`config.mk`:
```
export PLATFORM = sky130hd
export DESIGN_NAME = pipe_rc_adder_flat
export DESIGN_NICKNAME = d
export VERILOG_FILES = /design/src/rtl/pipe_rc_adder_if.sv /design/src/rtl/pipe_rc_adder.sv /design/src/flat_wrapper.sv
export SDC_FILE = /design/constraint.sdc
export NUM_CORES = 1
export LEC_CHECK = 0
export CAP_MARGIN = 10
export CORE_UTILIZATION = 53
export DETAILED_ROUTE_END_ITERATION = 10
export PLACE_DENSITY = 0.79
export SLEW_MARGIN = 20
export SYNTH_ARGS = -nofsm -noshare
export SYNTH_HDL_FRONTEND = slang
export SYNTH_SLANG_ARGS = --single-unit
```
`constraint.sdc`:
```
create_clock -name clk -period 4.1 [get_ports clk]
set_clock_uncertainty 0.05 [all_clocks]
set_input_delay 0.615 -clock clk [delete_from_list [all_inputs] [get_ports clk]]
set_output_delay 0.615 -clock clk [all_outputs]
set_load 0.05 [all_outputs]
```
`src/rtl/pipe_rc_adder_if.sv`:
```
// Operand/result handshake bundle for the pipelined ripple-carry adder.
// The master side drives operands and out_ready; the slave side is the adder.
interface pipe_rc_adder_if #(
  parameter int WIDTH = 16
);
  logic             in_valid;
  logic             in_ready;
  logic [WIDTH-1:0] a;
  logic [WIDTH-1:0] b;
  logic             cin;
  logic             sub;
  logic             out_valid;
  logic             out_ready;
  logic [WIDTH-1:0] sum;
  logic             cout;
  logic             ovf;

  modport master (
    output in_valid, a, b, cin, sub, out_ready,
    input  in_ready, out_valid, sum, cout, ovf
  );

  modport slave (
    input  in_valid, a, b, cin, sub, out_ready,
    output in_ready, out_valid, sum, cout, ovf
  );
endinterface

```
`src/rtl/pipe_rc_adder.sv`:
```
// Pipelined ripple-carry add/subtract: each stage resolves SEG_W sum bits and
// registers its carry, with a valid/ready elastic pipeline around the datapath.
module pipe_rc_adder #(
  parameter int WIDTH = 16,
  parameter int SEG_W = 4
) (
  input logic            clk,
  input logic            rst,
  pipe_rc_adder_if.slave bus
);
  localparam int STAGES = WIDTH / SEG_W;
  localparam int MSB    = WIDTH - 1;
  localparam int LAST   = STAGES - 1;

  function automatic logic [SEG_W:0] ripple_add(input logic [SEG_W-1:0] x,
                                                input logic [SEG_W-1:0] y,
                                                input logic             c);
    logic [SEG_W:0] r;
    logic           cy;
    cy = c;
    for (int i = 0; i < SEG_W; i++) begin
      r[i] = x[i] ^ y[i] ^ cy;
      cy   = (x[i] & y[i]) | (cy & (x[i] ^ y[i]));
    end
    r[SEG_W] = cy;
    return r;
  endfunction

  // Per-stage registers: a_p/b_p hold the unused operand bits shifted down so
  // the next segment sits at the LSBs; s_p holds sum bits already resolved.
  logic [STAGES-1:0] vld_p;
  logic              c_p  [STAGES];
  logic [WIDTH-1:0]  s_p  [STAGES];
  logic [WIDTH-1:0]  a_p  [STAGES];
  logic [WIDTH-1:0]  b_p  [STAGES];
  logic              am_p [STAGES];
  logic              bm_p [STAGES];

  logic [STAGES-1:0] adv;
  logic [STAGES-1:0] vin_c;
  logic              c_nx  [STAGES];
  logic [WIDTH-1:0]  s_nx  [STAGES];
  logic [WIDTH-1:0]  a_nx  [STAGES];
  logic [WIDTH-1:0]  b_nx  [STAGES];
  logic              am_nx [STAGES];
  logic              bm_nx [STAGES];

  // A stage may move when it or any stage after it has a hole, or the sink takes.
  always_comb begin
    logic full;
    for (int k = 0; k < STAGES; k++) begin
      full = 1'b1;
      for (int j = k; j < STAGES; j++) full = full & vld_p[j];
      adv[k] = bus.out_ready | ~full;
    end
  end

  always_comb begin
    logic [WIDTH-1:0] ai, bi, si;
    logic             ci, ami, bmi;
    logic [SEG_W:0]   r;
    int               p;
    for (int k = 0; k < STAGES; k++) begin
      p        = (k > 0) ? k - 1 : 0;
      vin_c[k] = (k == 0) ? bus.in_valid : vld_p[p];
      ai       = (k == 0) ? bus.a : a_p[p];
      bi       = (k == 0) ? (bus.b ^ {WIDTH{bus.sub}}) : b_p[p];
      si       = (k == 0) ? '0 : s_p[p];
      ci       = (k == 0) ? (bus.sub | bus.cin) : c_p[p];
      ami      = (k == 0) ? bus.a[MSB] : am_p[p];
      bmi      = (k == 0) ? (bus.b[MSB] ^ bus.sub) : bm_p[p];
      r        = ripple_add(ai[SEG_W-1:0], bi[SEG_W-1:0], ci);
      s_nx[k]  = si;
      s_nx[k][k*SEG_W +: SEG_W] = r[SEG_W-1:0];
      c_nx[k]  = r[SEG_W];
      a_nx[k]  = ai >> SEG_W;
      b_nx[k]  = bi >> SEG_W;
      am_nx[k] = ami;
      bm_nx[k] = bmi;
    end
  end

  // Stage register boundary: valid bits are reset, datapath only loads.
  always_ff @(posedge clk) begin
    for (int k = 0; k < STAGES; k++) begin
      if (rst) begin
        vld_p[k] <= 1'b0;
      end else if (adv[k]) begin
        vld_p[k] <= vin_c[k];
      end
      if (adv[k] && vin_c[k]) begin
        c_p[k]  <= c_nx[k];
        s_p[k]  <= s_nx[k];
        a_p[k]  <= a_nx[k];
        b_p[k]  <= b_nx[k];
        am_p[k] <= am_nx[k];
        bm_p[k] <= bm_nx[k];
      end
    end
  end

  // Result fields are forced to zero whenever no result is presented.
  assign bus.in_ready  = adv[0];
  assign bus.out_valid = vld_p[LAST];
  assign bus.sum       = vld_p[LAST] ? s_p[LAST] : '0;
  assign bus.cout      = vld_p[LAST] & c_p[LAST];
  assign bus.ovf       = vld_p[LAST] & (am_p[LAST] == bm_p[LAST]) &
                         (s_p[LAST][MSB] != am_p[LAST]);
endmodule

```
`src/flat_wrapper.sv`:
```
// flat-port wrapper written by rule: the top's interface ports become plain ports
module pipe_rc_adder_flat 
#(
  parameter int WIDTH = 16,
  parameter int SEG_W = 4
)
  (clk, rst, bus_in_valid, bus_a, bus_b, bus_cin, bus_sub, bus_out_ready, bus_in_ready, bus_out_valid, bus_sum, bus_cout, bus_ovf);
  pipe_rc_adder_if #(.WIDTH(WIDTH)) bus_i ();
  input logic clk;
  input logic rst;
  input wire logic [$bits(bus_i.in_valid)-1:0] bus_in_valid;
  input wire logic [$bits(bus_i.a)-1:0] bus_a;
  input wire logic [$bits(bus_i.b)-1:0] bus_b;
  input wire logic [$bits(bus_i.cin)-1:0] bus_cin;
  input wire logic [$bits(bus_i.sub)-1:0] bus_sub;
  input wire logic [$bits(bus_i.out_ready)-1:0] bus_out_ready;
  output wire logic [$bits(bus_i.in_ready)-1:0] bus_in_ready;
  output wire logic [$bits(bus_i.out_valid)-1:0] bus_out_valid;
  output wire logic [$bits(bus_i.sum)-1:0] bus_sum;
  output wire logic [$bits(bus_i.cout)-1:0] bus_cout;
  output wire logic [$bits(bus_i.ovf)-1:0] bus_ovf;
  assign bus_i.in_valid = bus_in_valid;
  assign bus_i.a = bus_a;
  assign bus_i.b = bus_b;
  assign bus_i.cin = bus_cin;
  assign bus_i.sub = bus_sub;
  assign bus_i.out_ready = bus_out_ready;
  assign bus_in_ready = bus_i.in_ready;
  assign bus_out_valid = bus_i.out_valid;
  assign bus_sum = bus_i.sum;
  assign bus_cout = bus_i.cout;
  assign bus_ovf = bus_i.ovf;
  pipe_rc_adder #(.WIDTH(WIDTH), .SEG_W(SEG_W)) u_core (.clk(clk), .rst(rst), .bus(bus_i));
endmodule
```
==> results of run 1 <==
## critical path, cell delays in order
cell,delay (ns)
clkdlybuf4s50_1,0.50
and4b_1,0.27
nand2_1,0.09
clkdlybuf4s50_1,0.79
## per-layer routing
| metal | track usage (%) | up-vias | wire length (um) |
|---|---|---|---|
| li1 | - | 829 | - |
| met1 | 19.1 | 798 | 2070 |
| met4 | 6.97 | 0 | 106 |
| met5 | 0 | - | 0 |
| met2 | 23.0 | 60 | 2330 |
| met3 | 4.38 | 10 | 238 |
## layout make-up
cell class | instances | area, um^2
Sequential cell | 98 | 2900
Fill cell | 479 | 2160
Multi-Input combinational cell | 67 | 708
Timing Repair Buffer | 59 | 586
Inverter | 40 | 150
Clock buffer | 10 | 128
Tap cell | 96 | 120
Clock inverter | 5 | 80.1
## cell usage after synthesis, types with 2 or more instances
| library cell | instances | area share, % |
|---|---|---|
| and2_1 | 19 | 3.1 |
| nand3b_1 | 2 | 0.40 |
| nor2_1 | 2 | 0.20 |
| a21oi_1 | 3 | 0.40 |
| xor2_1 | 13 | 3.0 |
| buf_6 | 3 | 0.89 |
| fa_1 | 16 | 8.5 |
| inv_1 | 40 | 4.0 |
| xnor2_1 | 3 | 0.69 |
| dfxtp_1 | 4 | 2.1 |
| nand2b_1 | 2 | 0.33 |
| edfxtp_1 | 94 | 75 |
## registers in the layout, summed over array words and instances (netlist names)
signal        flops
u_core.am_p       4
u_core.vld_p      4
u_core.s_p       40
u_core.a_p       21
u_core.b_p       21
u_core.bm_p       4
u_core.c_p        4
## power breakdown
group          switching, mW  internal (mW)
registers             0.0158           1.16
logic                 0.0699         0.0673
clock network          0.303          0.340
total                  0.388           1.57
## logic make-up (layout without fill, tap and decap cells)
family / Yosys count / after routing / share of synthesized area, %
adders and majority gates: 16 / 16 / 8.46
AOI/OAI and AO/OA: 6 / 6 / 1.12
DFF: 98 / 98 / 76.7
xor gates and xnor gates: 16 / 16 / 3.70
buffers and inverters: 44 / 114 / 4.99
and+or+nand+nor: 29 / 29 / 5.06
## through the flow
stage | instances | setup slack, ns | instance area (um^2)
floorplan | 209 | 0.607 | 3790
global placement | 360 | 0.863 | 4470
detailed placement | 360 | 0.809 | 4470
CTS | 375 | 1.16 | 4670
global route | 375 | 0.994 | 4670
finish | 375 | 1.16 | 4670
## worst paths after layout
path	slack, ns	start	endpoint
worst max-delay path	1.16	bus_out_ready	bus_in_ready
worst min register to register	0.37	u_core.b_p[1][4]	u_core.b_p[2][0]
worst max register to register	1.75	u_core.a_p[2][0]	u_core.s_p[3][15]
worst min-delay path	0.37	u_core.b_p[1][4]	u_core.b_p[2][0]
==> results.cfg, run 1 <==
[floorplan]
dieWidth_um = 86.5
fp.coreArea_um2 = 6830
die-area_um2 = 7490
boundary_pin_count = 58
die_height_um = 86.5
initial_utilization_pct = 55.4
row_count = 30

[timing]
timing_worst_slew_pin_value_ns = 0.945
setup-tns-final_ns = 0
maxSlewHeadroom_pct = 36.8
hold-worst-slack_ns = 0.369
max_clock_freq_mhz = 340
finalWorstPathRequiredPeriod_ns = 2.94
timing.final.max_slew_violations = 0
timing.final.crit_share_pct = 71.6
rsz0062_at_grt = no
hold_viol_final = 0
setup_violations = 0

[yosys]
synth_enable_flop_cells = 94
synthesis.area_per_instance_um2 = 18.1
postSynthNetCount = 263
ys_ff_latch = 98
ys.warnings.count = 0
synth_sequential_area_ratio_pct = 76.7
synthFlopType = edfxtp_1
yosysUniqueCellTypes = 20
syn_area_um2 = 3790
ys_async_sr_fraction_pct = 0
synthCells = 209

[power]
power-per-cell-area_nw_per_um2 = 419
p_leak_nw = 1.73
power.total_mw = 1.96
ir_drop_mv = 0.224

[routing]
antenna_left = 0
drc = 0
dr_total_vias = 1697
vias_per_cell = 4.53
drt-total-wl_mm = 4.75
avg_wl_per_cell_um = 12.7
initial_drt_markers = 59
first_pass_iters = 4

[clocking]
cts_sinks = 98
holdBufCountCts = 0
htree_num_levels = 3
postCtsResizedCells = 0
cts_root_buffer = clkbuf_8
clock_transition_at_the_registers_of_the_reported_paths_ns = 0.09
cts_max_path_buffers = 2
clkLatencyLatePin_ns = 0.34
clock_tree_from_tritoncts = done
total_cts_buffers = 9
postCtsSetupRepairBufs = 0

[worst_hold_path]
worstHoldPathType = reg -> reg
hold-path-cell-count = 0

[place]
placement.io_buffers = 57
place_congestion = 0.711
place.detailed.hpwl_mm = 3.26

[setup_path]
worst-endpoint-required_ns = 3.43
timing.reg2reg.worst_path_depth = 8
maximum_fanout_along_the_worst_path = 4
setup.worst_path.end_class = output port
critPathArrivalTime_ns = 2.27
worst-setup-path-type = in -> out
crit_path_launch_type = primary input

[global_routing]
grt_pass1_wl_mm = 8.02
gr_overflow_total = 0
initial_antenna_violation_count = 0
largest_net_degree_at_the_start_of_global_routing = 30
groute.usage.overall_pct = 14.7
first_global_vias = 1688

[run]
cap_viol_max_count = 0

[layout]
finalCoreUtilization_pct = 68.4
most_used_cells_in_the_layout_excluding_fill_and_tap_cells = edfxtp_1, clkdlybuf4s50_1, inv_1
finish.net_count = 329
most_common_library_cell_in_the_layout_ignoring_fill_and_taps = edfxtp_1
post_route_cells_drive_above_1_share_pct = 6.81
syn_to_final_growth_pct = 23.5
insertedDiodeCount = 0

[outcome]
outcome = complete, no violations
Power figures use the tool's default switching activity.
==> inputs of run 2 (changes only) <==
==> constraint.sdc (replaced) <==
create_clock -name clk -period 2.8 [get_ports clk]
set_clock_uncertainty 0.05 [all_clocks]
set_input_delay 0.42 -clock clk [delete_from_list [all_inputs] [get_ports clk]]
set_output_delay 0.42 -clock clk [all_outputs]
set_load 0.05 [all_outputs]
==> run 2 against run 1 <==
Compared with the run above: non-clock buffer count increased by 3; highest routed layer unchanged; combinational power rose by 47%; sequential cell count is the same; largest cell class unchanged; cell count grew 1.1%; wire length down 3.7%; die area unchanged; critical endpoint is now u_core.s_p[0][3]; setup slack worse by 0.97 ns.
==> results.cfg, run 2 (synthesis gave the netlist of run 1 again) <==
[outcome]
outcome = complete, no violations

[clocking]
cts_root_buffer = clkbuf_8
postCtsResizedCells = 0
clock_tree_from_tritoncts = done
clkLatencyLatePin_ns = 0.35
postCtsSetupRepairBufs = 0
clock_transition_at_the_registers_of_the_reported_paths_ns = 0.09
cts_max_path_buffers = 2
cts_sinks = 98
total_cts_buffers = 9
htree_num_levels = 3
holdBufCountCts = 0

[timing]
timing_worst_slew_pin_value_ns = 0.547
rsz0062_at_grt = no
hold_viol_final = 0
timing.final.crit_share_pct = 93.0
timing.final.max_slew_violations = 0
finalWorstPathRequiredPeriod_ns = 2.60
setup-tns-final_ns = 0
maxSlewHeadroom_pct = 63.5
setup_violations = 0
max_clock_freq_mhz = 384

[layout]
layoutNonFillerInstCount = 379
largest_register_ffs = 40
syn_to_final_growth_pct = 23.7
post_route_cells_drive_above_1_share_pct = 9.19
most_used_cells_in_the_layout_excluding_fill_and_tap_cells = edfxtp_1, clkdlybuf4s50_1, inv_1
finalCoreUtilization_pct = 68.6
finish.net_count = 332
largestRegisters = u_core.s_p: 40 flops, u_core.a_p: 21 flops, u_core.b_p: 21 flops
fillCellCount = 469
max_flop_register = u_core.s_p
area_of_the_multi_input_gates_um2 = 701
seqCellArea_um2 = 2900
insertedDiodeCount = 0
most_common_library_cell_in_the_layout_ignoring_fill_and_taps = edfxtp_1

[setup_path]
cp_common_cell = fa_1
worst-setup-path-type = in -> reg
reg2reg_slack_ns = 0.45
critPathArrivalTime_ns = 2.66
maximum_fanout_along_the_worst_path = 1
worst-endpoint-required_ns = 2.85
worstReg2RegStart = u_core.a_p[2][0]
timing.critical_path.slowest_stage_cell = clkdlybuf4s50_1
path_cells = clkdlybuf4s50_1 -> xnor2_1 -> fa_1 -> fa_1 -> fa_1 -> inv_1 -> fa_1
delay_of_the_slowest_critical_path_stage_ns = 0.42
timing.reg2reg.worst_path_depth = 8
crit_buf_inv = 2
setup.worst_path.end_class = flop
crit_path_launch_type = primary input
crit_family = adder cells
worstReg2RegEnd = u_core.s_p[3][15]

[global_routing]
first_global_vias = 1649
initial_antenna_violation_count = 0
grt_pass1_wl_mm = 7.66
groute.usage.overall_pct = 14.3
gr_overflow_total = 0
largest_net_degree_at_the_start_of_global_routing = 30

[routing]
drt-total-wl_mm = 4.57
first_pass_iters = 4
drc = 0
initial_drt_markers = 71
vias_per_cell = 4.46
dr_total_vias = 1691
avg_wl_per_cell_um = 12.1
antenna_left = 0

[worst_hold_path]
worstHoldPathType = reg -> reg
min_delay_worst_endpoint = u_core.a_p[1][0]
hold-path-cell-count = 0
hold_start = u_core.a_p[0][4]

[place]
placed_cells_incl_taps = 363
place.detailed.hpwl_mm = 3.38
placement.io_buffers = 57
place_congestion = 0.725

[floorplan]
boundary_pin_count = 58
initial_utilization_pct = 55.4
dieWidth_um = 86.5
fp.coreArea_um2 = 6830
row_count = 30
die_height_um = 86.5
die-area_um2 = 7490

[power]
p_leak_nw = 1.74
ir_drop_mv = 0.338
power-per-cell-area_nw_per_um2 = 600

[run]
cap_viol_max_count = 0
## run 2: changes by cell type in the layout (fill, tap and decap cells not counted), sizes merged
cell / change
bufinv: -1
buf: +4
dlymetal6s2s: +1
clkdlybuf4s50: -2
inv: +1
clkinvlp: +2
clkbuf: -1
## run 2: power by group
part           total [mW]  internal (mW)  switching (mW)
sequential           1.73           1.70          0.0224
combinational       0.202         0.0998           0.102
clock               0.886          0.418           0.467
## run 2: final cells by class
type	count	share of cell area, %
timing repair buffer	62	13.0
multi-input combinational	67	15.0
tap	96	2.56
inverter	40	3.21
clock inverter	7	1.68
sequential	98	62.0
clock buffer	9	2.64
## run 2: how the worst max path moves through the flow
stage                          from          endpoint  slack, ns  depth (start not counted)
finish                     bus_b[0]  u_core.s_p[0][3]       0.20                          7
global route        u_core.vld_p[3]           bus_ovf       0.09                          2
CTS                         bus_sub  u_core.s_p[0][3]       0.02                          7
detailed placement          bus_sub  u_core.s_p[0][3]      -0.37                          7
global placement            bus_sub  u_core.s_p[0][3]      -0.32                          7
floorplan                   bus_sub  u_core.s_p[0][3]       0.07                          8
## run 2: through the flow
step	power (mW)	setup WS, ns	hold WS [ns]	area, um^2
5_1_grt	2.93	0.0867	0.380	4680
4_1_cts	2.85	0.0207	0.377	4680
3_5_place_dp	1.97	-0.373	0.355	4480
6_report	2.81	0.196	0.374	4680
2_1_floorplan	1.86	0.0673	0.350	3790
3_3_place_gp	1.95	-0.321	0.352	4480
## run 2: per-layer routing
layer  GRT usage, %  wire length, um  vias to the layer above  share of wire (%)
met5              0                0                        -                  0
met4           8.18              114                        0                2.5
met3           4.10              171                       10                3.7
met2           23.5             2400                       52                 53
met1           17.0             1880                      792                 41
li1               -                -                      837                  -
==> inputs of run 3 (changes only) <==
--- a/config.mk
+++ b/config.mk
@@ -8,6 +8,7 @@
 export CAP_MARGIN = 10
 export CORE_UTILIZATION = 53
 export DETAILED_ROUTE_END_ITERATION = 10
+export GPL_TIMING_DRIVEN = 0
 export PLACE_DENSITY = 0.79
 export SLEW_MARGIN = 20
 export SYNTH_ARGS = -nofsm -noshare
==> run 3 against run 2 <==
Compared with the run above: wire length grew 4.9%; hold slack lost 0.0072 ns; clock-buffer cell count is the same; largest cell class unchanged; highest routed layer unchanged; critical endpoint unchanged.
==> results.cfg, run 3 (synthesis gave the netlist of run 1 again) <==
[timing]
maxSlewHeadroom_pct = 41.8
rsz0062_at_grt = no
timing.final.max_slew_violations = 0
hold_viol_final = 0
timing.final.crit_share_pct = 93.1
timing_worst_slew_pin_value_ns = 0.873
finalWorstPathRequiredPeriod_ns = 2.61
setup_violations = 0
max_clock_freq_mhz = 384
hold-worst-slack_ns = 0.367
setup-tns-final_ns = 0

[clocking]
clkLatencyLatePin_ns = 0.35
clock_transition_at_the_registers_of_the_reported_paths_ns = 0.09
cts_root_buffer = clkbuf_8
postCtsResizedCells = 0
postCtsSetupRepairBufs = 0
clock_tree_from_tritoncts = done
htree_num_levels = 3
total_cts_buffers = 9
cts_max_path_buffers = 2
cts_sinks = 98
holdBufCountCts = 0

[setup_path]
worst-setup-path-type = in -> reg
maximum_fanout_along_the_worst_path = 1
cp_common_cell = fa_1
worst-endpoint-required_ns = 2.85
delay_of_the_slowest_critical_path_stage_ns = 0.43
critPathArrivalTime_ns = 2.66
setup.worst_path.end_class = flop
timing.critical_path.slowest_stage_cell = fa_1
crit_path_launch_type = primary input
path_cells = clkdlybuf4s50_1 -> xnor2_1 -> fa_1 -> fa_1 -> fa_1 -> inv_1 -> fa_1

[power]
ir_drop_mv = 0.405
power-per-cell-area_nw_per_um2 = 614
p_leak_nw = 1.76
power.total_mw = 2.90

[floorplan]
boundary_pin_count = 58
die-area_um2 = 7490
fp.coreArea_um2 = 6830
die_height_um = 86.5
row_count = 30
dieWidth_um = 86.5
initial_utilization_pct = 55.4

[layout]
most_common_library_cell_in_the_layout_ignoring_fill_and_taps = edfxtp_1
insertedDiodeCount = 0
syn_to_final_growth_pct = 24.6
largestRegisters = u_core.s_p: 40 flops, u_core.a_p: 21 flops, u_core.b_p: 21 flops
finish.net_count = 331
max_flop_register = u_core.s_p
most_used_cells_in_the_layout_excluding_fill_and_tap_cells = edfxtp_1, clkdlybuf4s50_1, inv_1
largest_register_ffs = 40
post_route_cells_drive_above_1_share_pct = 8.87

[routing]
vias_per_cell = 4.40
maxUsedRoutingLayer = met4
wl_met1_mm = 2.04
drc = 0
dr_total_vias = 1665
initial_drt_markers = 130
route.met3.wl_um = 216
drt-total-wl_mm = 4.79
antenna_left = 0
avg_wl_per_cell_um = 12.7
met2_length_mm = 2.42
first_pass_iters = 4

[worst_hold_path]
worstHoldPathType = in -> reg

[global_routing]
initial_antenna_violation_count = 0
gr_overflow_total = 0
groute.usage.overall_pct = 14.9
first_global_vias = 1696
grt_pass1_wl_mm = 7.96
largest_net_degree_at_the_start_of_global_routing = 26

[place]
placement.io_buffers = 56
place.detailed.hpwl_mm = 3.41
place_congestion = 0.702

[outcome]
outcome = complete, no violations

[run]
cap_viol_max_count = 0
## run 3: per-layer routing
metal,up-vias,track usage (%)
met5,-,0
met3,10,4.00
met1,770,18.4
met2,51,24.5
met4,0,7.73
li1,834,-
## run 3: report_power, final
group          total, mW  switching (mW)  internal [mW]
logic              0.206           0.104          0.102
clock network      0.963           0.462          0.501
registers           1.73          0.0232           1.70
## run 3: area by class of cell
class,instances,area (um^2)
repair buffers,57,576
fillers,490,2110
plain buffers,4,38.8
inverters,40,150
clock buffers,9,124
well taps,96,120
flip-flops and latches,98,2900
multi-input cells,67,713
clock inverters,7,93.8
## run 3: critical path, delay by kind of cell
family,cells,cell delay [ns]
fa+ha+maj,4,1.60
xor+xnor,1,0.15
buf+inv,2,0.49
## run 3: path summary, 6_finish.rpt
path	to	cells past startpoint	slack [ns]	start
max	u_core.s_p[0][3]	7	0.19	bus_b[0]
min	u_core.b_p[0][7]	2	0.37	bus_sub
max reg2reg	u_core.s_p[3][15]	8	0.47	u_core.a_p[2][0]
min reg2reg	u_core.s_p[1][0]	0	0.37	u_core.s_p[0][0]
## run 3: through the flow
stage                     std cells  setup WS [ns]  area [um^2]  utilization, %
after floorplan                 209         0.0673         3790               -
after global placement          361         -0.760         4470            65.4
after detailed placement        362         -0.195         4500            65.9
after CTS                       378          0.191         4720            69.1
after global routing            378          0.121         4720            69.1
final                           378          0.194         4720            69.1
